`src/rtl/cnn_result_streamer.sv`:
```
// cnn_result_streamer: captures the pooled CNN map and streams it out one element per valid/ready transfer.
// It also tracks the running maximum element and its index.
module cnn_result_streamer #(
  parameter int In_d_W_Pool = 18,
  parameter int R_Pool_Out = 2,
  parameter int C_Pool_Out = 2,
  localparam int N_El = R_Pool_Out * C_Pool_Out,
  localparam int Idx_W = (N_El > 1) ? $clog2(N_El) : 1
) (
  input  logic                        clk,
  input  logic                        rst,
  input  logic                        start,
  input  logic [N_El*In_d_W_Pool-1:0] Y,
  output logic [In_d_W_Pool-1:0]      out_data,
  output logic [Idx_W-1:0]            out_idx,
  output logic                        out_valid,
  input  logic                        out_ready,
  output logic                        out_last,
  output logic                        busy,
  output logic                        done,
  output logic [In_d_W_Pool-1:0]      max_val,
  output logic [Idx_W-1:0]            max_idx
);
  typedef enum logic [1:0] {IDLE, STREAM, DONE} state_t;
  state_t state_q, state_d;
  logic [N_El*In_d_W_Pool-1:0] buf_q, buf_d;
  logic [Idx_W-1:0] idx_q, idx_d, max_idx_q, max_idx_d;
  logic [In_d_W_Pool-1:0] max_val_q, max_val_d;
  logic xfer, last_idx;
  assign out_data = buf_q[int'(idx_q)*In_d_W_Pool +: In_d_W_Pool];
  assign out_idx = idx_q;
  assign out_valid = state_q == STREAM;
  assign last_idx = idx_q == Idx_W'(N_El - 1);
  assign out_last = out_valid && last_idx;
  assign busy = state_q != IDLE;
  assign done = state_q == DONE;
  assign max_val = max_val_q;
  assign max_idx = max_idx_q;
  assign xfer = out_valid && out_ready;
  always_comb begin
    state_d = state_q;
    buf_d = buf_q;
    idx_d = idx_q;
    max_val_d = max_val_q;
    max_idx_d = max_idx_q;
    if (state_q == IDLE && start) begin
      state_d = STREAM;
      buf_d = Y;
      idx_d = '0;
      max_val_d = '0;
      max_idx_d = '0;
    end
    if (xfer) begin
      state_d = last_idx ? DONE : STREAM;
      idx_d = last_idx ? '0 : idx_q + Idx_W'(1);
      // element 0 always seeds the max; later ties keep the earlier index
      if (idx_q == '0 || out_data > max_val_q) begin
        max_val_d = out_data;
        max_idx_d = idx_q;
      end
    end
    if (state_q == DONE) state_d = IDLE;
  end
  always_ff @(posedge clk) begin
    if (rst) begin
      state_q <= IDLE;
      buf_q <= '0;
      idx_q <= '0;
      max_val_q <= '0;
      max_idx_q <= '0;
    end else begin
      state_q <= state_d;
      buf_q <= buf_d;
      idx_q <= idx_d;
      max_val_q <= max_val_d;
      max_idx_q <= max_idx_d;
    end
  end
endmodule

```
`config.mk`:
```
export PLATFORM = sky130hd
export DESIGN_NAME = cnn_result_streamer
export DESIGN_NICKNAME = d
export VERILOG_FILES = /design/src/rtl/cnn_result_streamer.sv
export SDC_FILE = /design/constraint.sdc
export NUM_CORES = 1
export LEC_CHECK = 0
export CAP_MARGIN = 20
export CORE_MARGIN = 8
export CORE_UTILIZATION = 40
export CTS_CLUSTER_SIZE = 25
export DETAILED_ROUTE_END_ITERATION = 12
export PLACE_DENSITY = 0.71
export SLEW_MARGIN = 10
export SYNTH_ARGS = -nofsm -noshare
export SYNTH_HDL_FRONTEND = slang
export SYNTH_SLANG_ARGS = --single-unit
```
`constraint.sdc`:
```
create_clock -name clk -period 3.1 [get_ports clk]
set_clock_uncertainty 0.1 [all_clocks]
set_input_delay 0.62 -clock clk [delete_from_list [all_inputs] [get_ports clk]]
set_output_delay 0.62 -clock clk [all_outputs]
set_load 0.03 [all_outputs]
```
# After elaboration in Yosys (flattened, before gate mapping)

Cells that the tools add are included.
Widths: inputs -> output; s select.

Add/subtract/negate cells: 1
Multipliers: 1
Magnitude comparators: 1
Equal/unequal tests: 3
Shift operators: 1
Muxes and demuxes: 12
Reductions and logical operators: 9

Operator list:

| cell                | number |
|---|---|
| $shiftx 72x8->18    | 1 |
| $mux 18             | 3 |
| $gt 18x18->1        | 1 |
| $mux 2              | 9 |
| $mul 2x4->6 const B | 1 |
| $eq 2x2->1 const B  | 2 |
| $logic_not 2->1     | 2 |
| $reduce_bool 2->1   | 2 |
| $logic_and 1x1->1   | 3 |
| $add 2x1->2 const B | 1 |
| $eq 2x1->1 const B  | 1 |
| $reduce_or 2->1     | 1 |
| $logic_or 1x1->1    | 1 |

Flip-flop bits (word level): 96
Bits of input ports: 76
Output and inout port bits: 44
Logic and storage cells: 33

# Depth between registers and ports, before layout

Depth after elaboration: 6
Depth in mapped cells: 11
Depth with buffers taken out: 9

# Worst setup path before layout

OpenSTA, ideal clock, no wires.

Path type: reg-to-reg
Start point: register idx_q[1], in the netlist out_idx[1]
End point: register max_val_q[3], in the netlist max_val[3]
Setup time: 69 ps
Data arrival time: 3117 ps
Required time: 2931 ps
Setup slack: -186 ps
Cell stages (with the launch flop): 11
Path buffers: 2
Clock period less this slack: 3286 ps
Cell sequence: dfxtp_1 buf_2 mux4_2 ha_1 a211oi_2 nor2_1 a2111oi_4 o21a_2 buf_6 o211ai_2 a21oi_2

Longest elaborated chain between the ends: 6
Elaborated cells on any way between the ends: 7
Those cells by class: mul: 1; order compare: 1; shift: 1; mux: 2; reduce/logical: 2

Ends and longest elaborated chain:

| item                     | RTL line | text |
|---|---|---|
| start: declaration       | 27       | `logic [Idx_W-1:0] idx_q, idx_d, max_idx_q, max_idx_d;` |
| start signal: assignment | 74       | `idx_q <= idx_d;` |
| $mul 2x4->6              | 30       | `assign out_data = buf_q[int'(idx_q)*In_d_W_Pool +: In_d_W_Pool];` |
| $shiftx 72x8->18         | 30       |  |
| net out_data[7]          | 14       | `output logic [In_d_W_Pool-1:0] out_data,` |
| $gt 18x18->1             | 57       | `if (idx_q == '0 \|\| out_data > max_val_q) begin` |
| $logic_or 1x1->1         | 57       |  |
| $mux 18                  | 57       |  |
| $mux 18                  | 53       | `if (xfer) begin` |
| end signal: assignment   | 75       | `max_val_q <= max_val_d;` |
| end: declaration         | 28       | `logic [In_d_W_Pool-1:0] max_val_q, max_val_d;` |

The timed path passes the listed nets, and every way through them passes these cells.
A chain may end at the register's enable or synchronous reset.

# Worst setup path after layout

Start point: register idx_q[1], in the netlist out_idx[1]
End point: register max_val_q[15], in the netlist max_val[15]

Longest elaborated chain between the ends: 6
Elaborated cells on any way between the ends: 7
Those cells by class: mul: 1; order compare: 1; shift: 1; mux: 2; reduce/logical: 2

Ends and longest elaborated chain:

| item             | RTL line |
|---|---|
| $mul 2x4->6      | 30 |
| $shiftx 72x8->18 | 30 |
| $gt 18x18->1     | 57 |
| $logic_or 1x1->1 | 57 |
| $mux 18 *        | 57 |
| $mux 18 *        | 53 |

Every way passes the cells marked *; elsewhere a longest branch is shown, timed or not.

==> results.yml <==
cts:
  cts_hold_buf: 0
  cts_setup_buffers: 0
  clk_pin_slew_ns: 0.07
  h-tree-depth: 3
  cts_tree: "built"
  clock_path_buffers: 2
  cts_root_buffer: "clkbuf_16"
  cts_buffers: 9
  clkLatencyLatePin_ns: 0.34
  cts.sinks: 96
logic_synthesis:
  synth_area_leader_cell: "dfxtp_1"
  avgSynthCellArea_um2: 8.68
  yosys.cell_types.count: 33
  syn_inst: 524
  synth_top_area_share: 0.423
  ys_ff_latch: 96
  seq_area_frac_synth: 0.423
  ys_top_cells_by_area: "dfxtp_1 (42%), nand2_1 (12%), a21oi_1 (9.9%), mux4_2 (8.9%), ha_1 (5.5%)"
  yosys_warnings: 0
  synth_area_mm2: 0.00455
  synth_fp_nets: 620
route:
  dr.pass1.iters: 4
  drc: 0
  vias: 3965
  wl_met3_um: 706
  dr.first_iter.drc_count: 248
  post_drt_wl_per_cell_um: 16.3
  wirelength_um: 12600
  met1_length_um: 5720
  viasPerCell: 5.14
  ant_nets: 0
  highest_layer: "met4"
  wl_met2_um: 6040
floorplanning:
  die-area_mm2: 0.0150
  initial_utilization: 0.403
  io-pin-count: 120
  die_w_um: 123
  die_h_um: 123
  num_rows: 39
  coreArea_mm2: 0.0113
timing:
  timing.final.crit_period_ns: 2.98
  worst_slew_pin_slew_ns: 1.00
  min_period_over_period: 0.962
  setup_viol: 0
  relSlewSlack: 0.331
  drv_slew: 0
  layout_setup_ws_ns: 0.117
  hold_viol_final: 0
  setup_tns_ns: 0
  whs_ns: 0.352
  timing.fmax_ghz: 0.335
  rsz0062_at_grt: "no"
setup_path:
  worstSetupPathType: "flip-flop to flip-flop"
  cp_slowest_stage_delay_ns: 0.56
  cp.depth: 10
  r2r-start: "out_idx[1]"
  r2r-end: "max_val[15]"
  reg2regPathDepth: 10
  cp_cell_sequence: "buf_12 > mux4_2 > ha_1 > a21oi_1 > o21ai_1 > a2111oi_4 > o21a_2 > buf_12 > o211ai_2 > a21oi_1"
  crit_path_max_fanout: 20
  arrival_ns: 3.14
  crit_path_start_kind: "flip-flop"
  cp_top_family: "compound AO/OA/AOI/OAI gates"
  crit_slowest_cell: "mux4_2"
  cp-endpoint: "max_val[15]"
  reg2reg_slack_ns: 0.12
  worstSetupStartpoint: "out_idx[1]"
  required_ns: 3.26
  cp_num_buf_inv: 2
  end_kind: "flip-flop"
global_routing:
  grt_pass1_wl_um: 20100
  grt_usage: 0.167
  antenna_found_initial: 0
  grt_max_degree: 97
  grt_pass1_vias: 4074
  gr-total-overflow: 0
final_layout:
  n_antenna_cell: 0
  drive_above_1_share: 0.138
  fin_nets: 721
  design_area_mm2: 0.00620
  area_growth_pct: 36.4
power_and_ir_drop:
  ir_drop_mv: 0.236
  switchingPower_uw: 822
  p_per_area_mw_per_mm2: 487
  power_frac_seq: 0.441
  pwr-share-comb: 0.184
  p_int_mw: 2.20
  swShare: 0.272
  clkPwrFrac: 0.375
  power_leakage_nw: 2.20
placed_design:
  dp_hpwl_um: 9450
  routabilityCongestion: 0.849
  io_buffers: 119
  pre_cts_ws_ns: 0.112
  placed_cell_area_mm2: 0.00590
min_path:
  hp-class: "flip-flop to flip-flop"
job:
  cap_violations: 0
outcome:
  status: "finished clean"
[how the worst min path moves through the flow]
stage	start	end	slack (ns)	cells after the start
after floorplan	buf_q[18]	buf_q[18]	0.33	2
after global placement	buf_q[19]	buf_q[19]	0.34	2
after detailed placement	buf_q[64]	buf_q[64]	0.34	2
after CTS	buf_q[64]	buf_q[64]	0.35	2
after global routing	buf_q[69]	buf_q[69]	0.37	2
final	buf_q[64]	buf_q[64]	0.35	2
[cell type report]
cell class	instances	area [µm²]
Fill cell	1022	5070
Multi-Input combinational cell	363	2360
Sequential cell	96	1930
Timing Repair Buffer	131	1340
Clock buffer	10	239
Tap cell	143	179
Inverter	24	90.1
Clock inverter	5	62.6
[metrics by stage]
step	cells	power, mW	utilization
2_1_floorplan	524	1.68	-
3_3_place_gp	757	1.90	0.523
3_5_place_dp	757	1.92	0.523
4_1_cts	772	3.03	0.550
5_1_grt	772	3.13	0.550
6_report	772	3.02	0.550
[cells by family after synthesis]
family          after synthesis  synth area share
buf+inv                      65            0.0597
fa+ha+maj                    20            0.0550
compound gates              134             0.202
mux                          18            0.0891
flops                        96             0.423
simple gates                191             0.172
[synthesized netlist by cell type (all sizes together)]
cell type	n
and2	2
inv	24
dfxtp	96
o211ai	20
nor3	2
and4	1
nand2b	1
a2111oi	1
nand2	151
nor2	6
o21a	2
nor2b	1
clkbuf	29
ha	20
buf	12
nand3	22
a21oi	100
o221a	1
mux4	18
nor3b	1
a31oi	2
a211oi	2
o21ai	4
and2b	1
a31o	1
nand4	3
a21o	1
[metal layers]
layer,up-vias,global-route usage
met2,101,0.272
met3,10,0.0359
li1,1995,-
met4,0,0.0548
met5,-,0
met1,1859,0.217
[timing repair]
action,4_1_cts,5_1_grt
gates resized for setup,0,1
endpoints found under the hold margin,0,0
endpoints found under the setup margin,0,5
[cells in the final DEF, fill, tap and decap left out, drive strengths merged, types with 2 or more instances in the layout]
cell type / instances
a211oi: 2
a21oi: 100
a31oi: 2
and2: 2
buf: 13
clkbuf: 10
clkdlybuf4s50: 118
clkinvlp: 2
dfxtp: 96
ha: 20
inv: 26
mux4: 18
nand2: 151
nand3: 22
nand4: 3
nor2: 6
nor3: 2
o211ai: 20
o21a: 2
o21ai: 4
[power by group through the flow]
stage          Sequential, mW  Clock (mW)  Combinational [mW]
3_3_place_gp             1.36           0               0.544
5_1_grt                  1.34        1.19               0.605
6_report                 1.33        1.13               0.556
4_1_cts                  1.33        1.14               0.561
2_1_floorplan            1.35           0               0.326
3_5_place_dp             1.36           0               0.558
[registers in the layout, summed over array words and instances, names as in the netlist]
signal and flops:
buf_q 72, max_idx 2, max_val 18, out_idx 2, state_q 2
[worst min-delay path: cells and delay by family, from the launching register on]
| kind | cells | cell delay [ns] |
|---|---|---|
| simple gates | 1 | 0.05 |
| flops | 1 | 0.31 |
| compound gates | 1 | 0.05 |
Power figures use the tool's default switching activity.
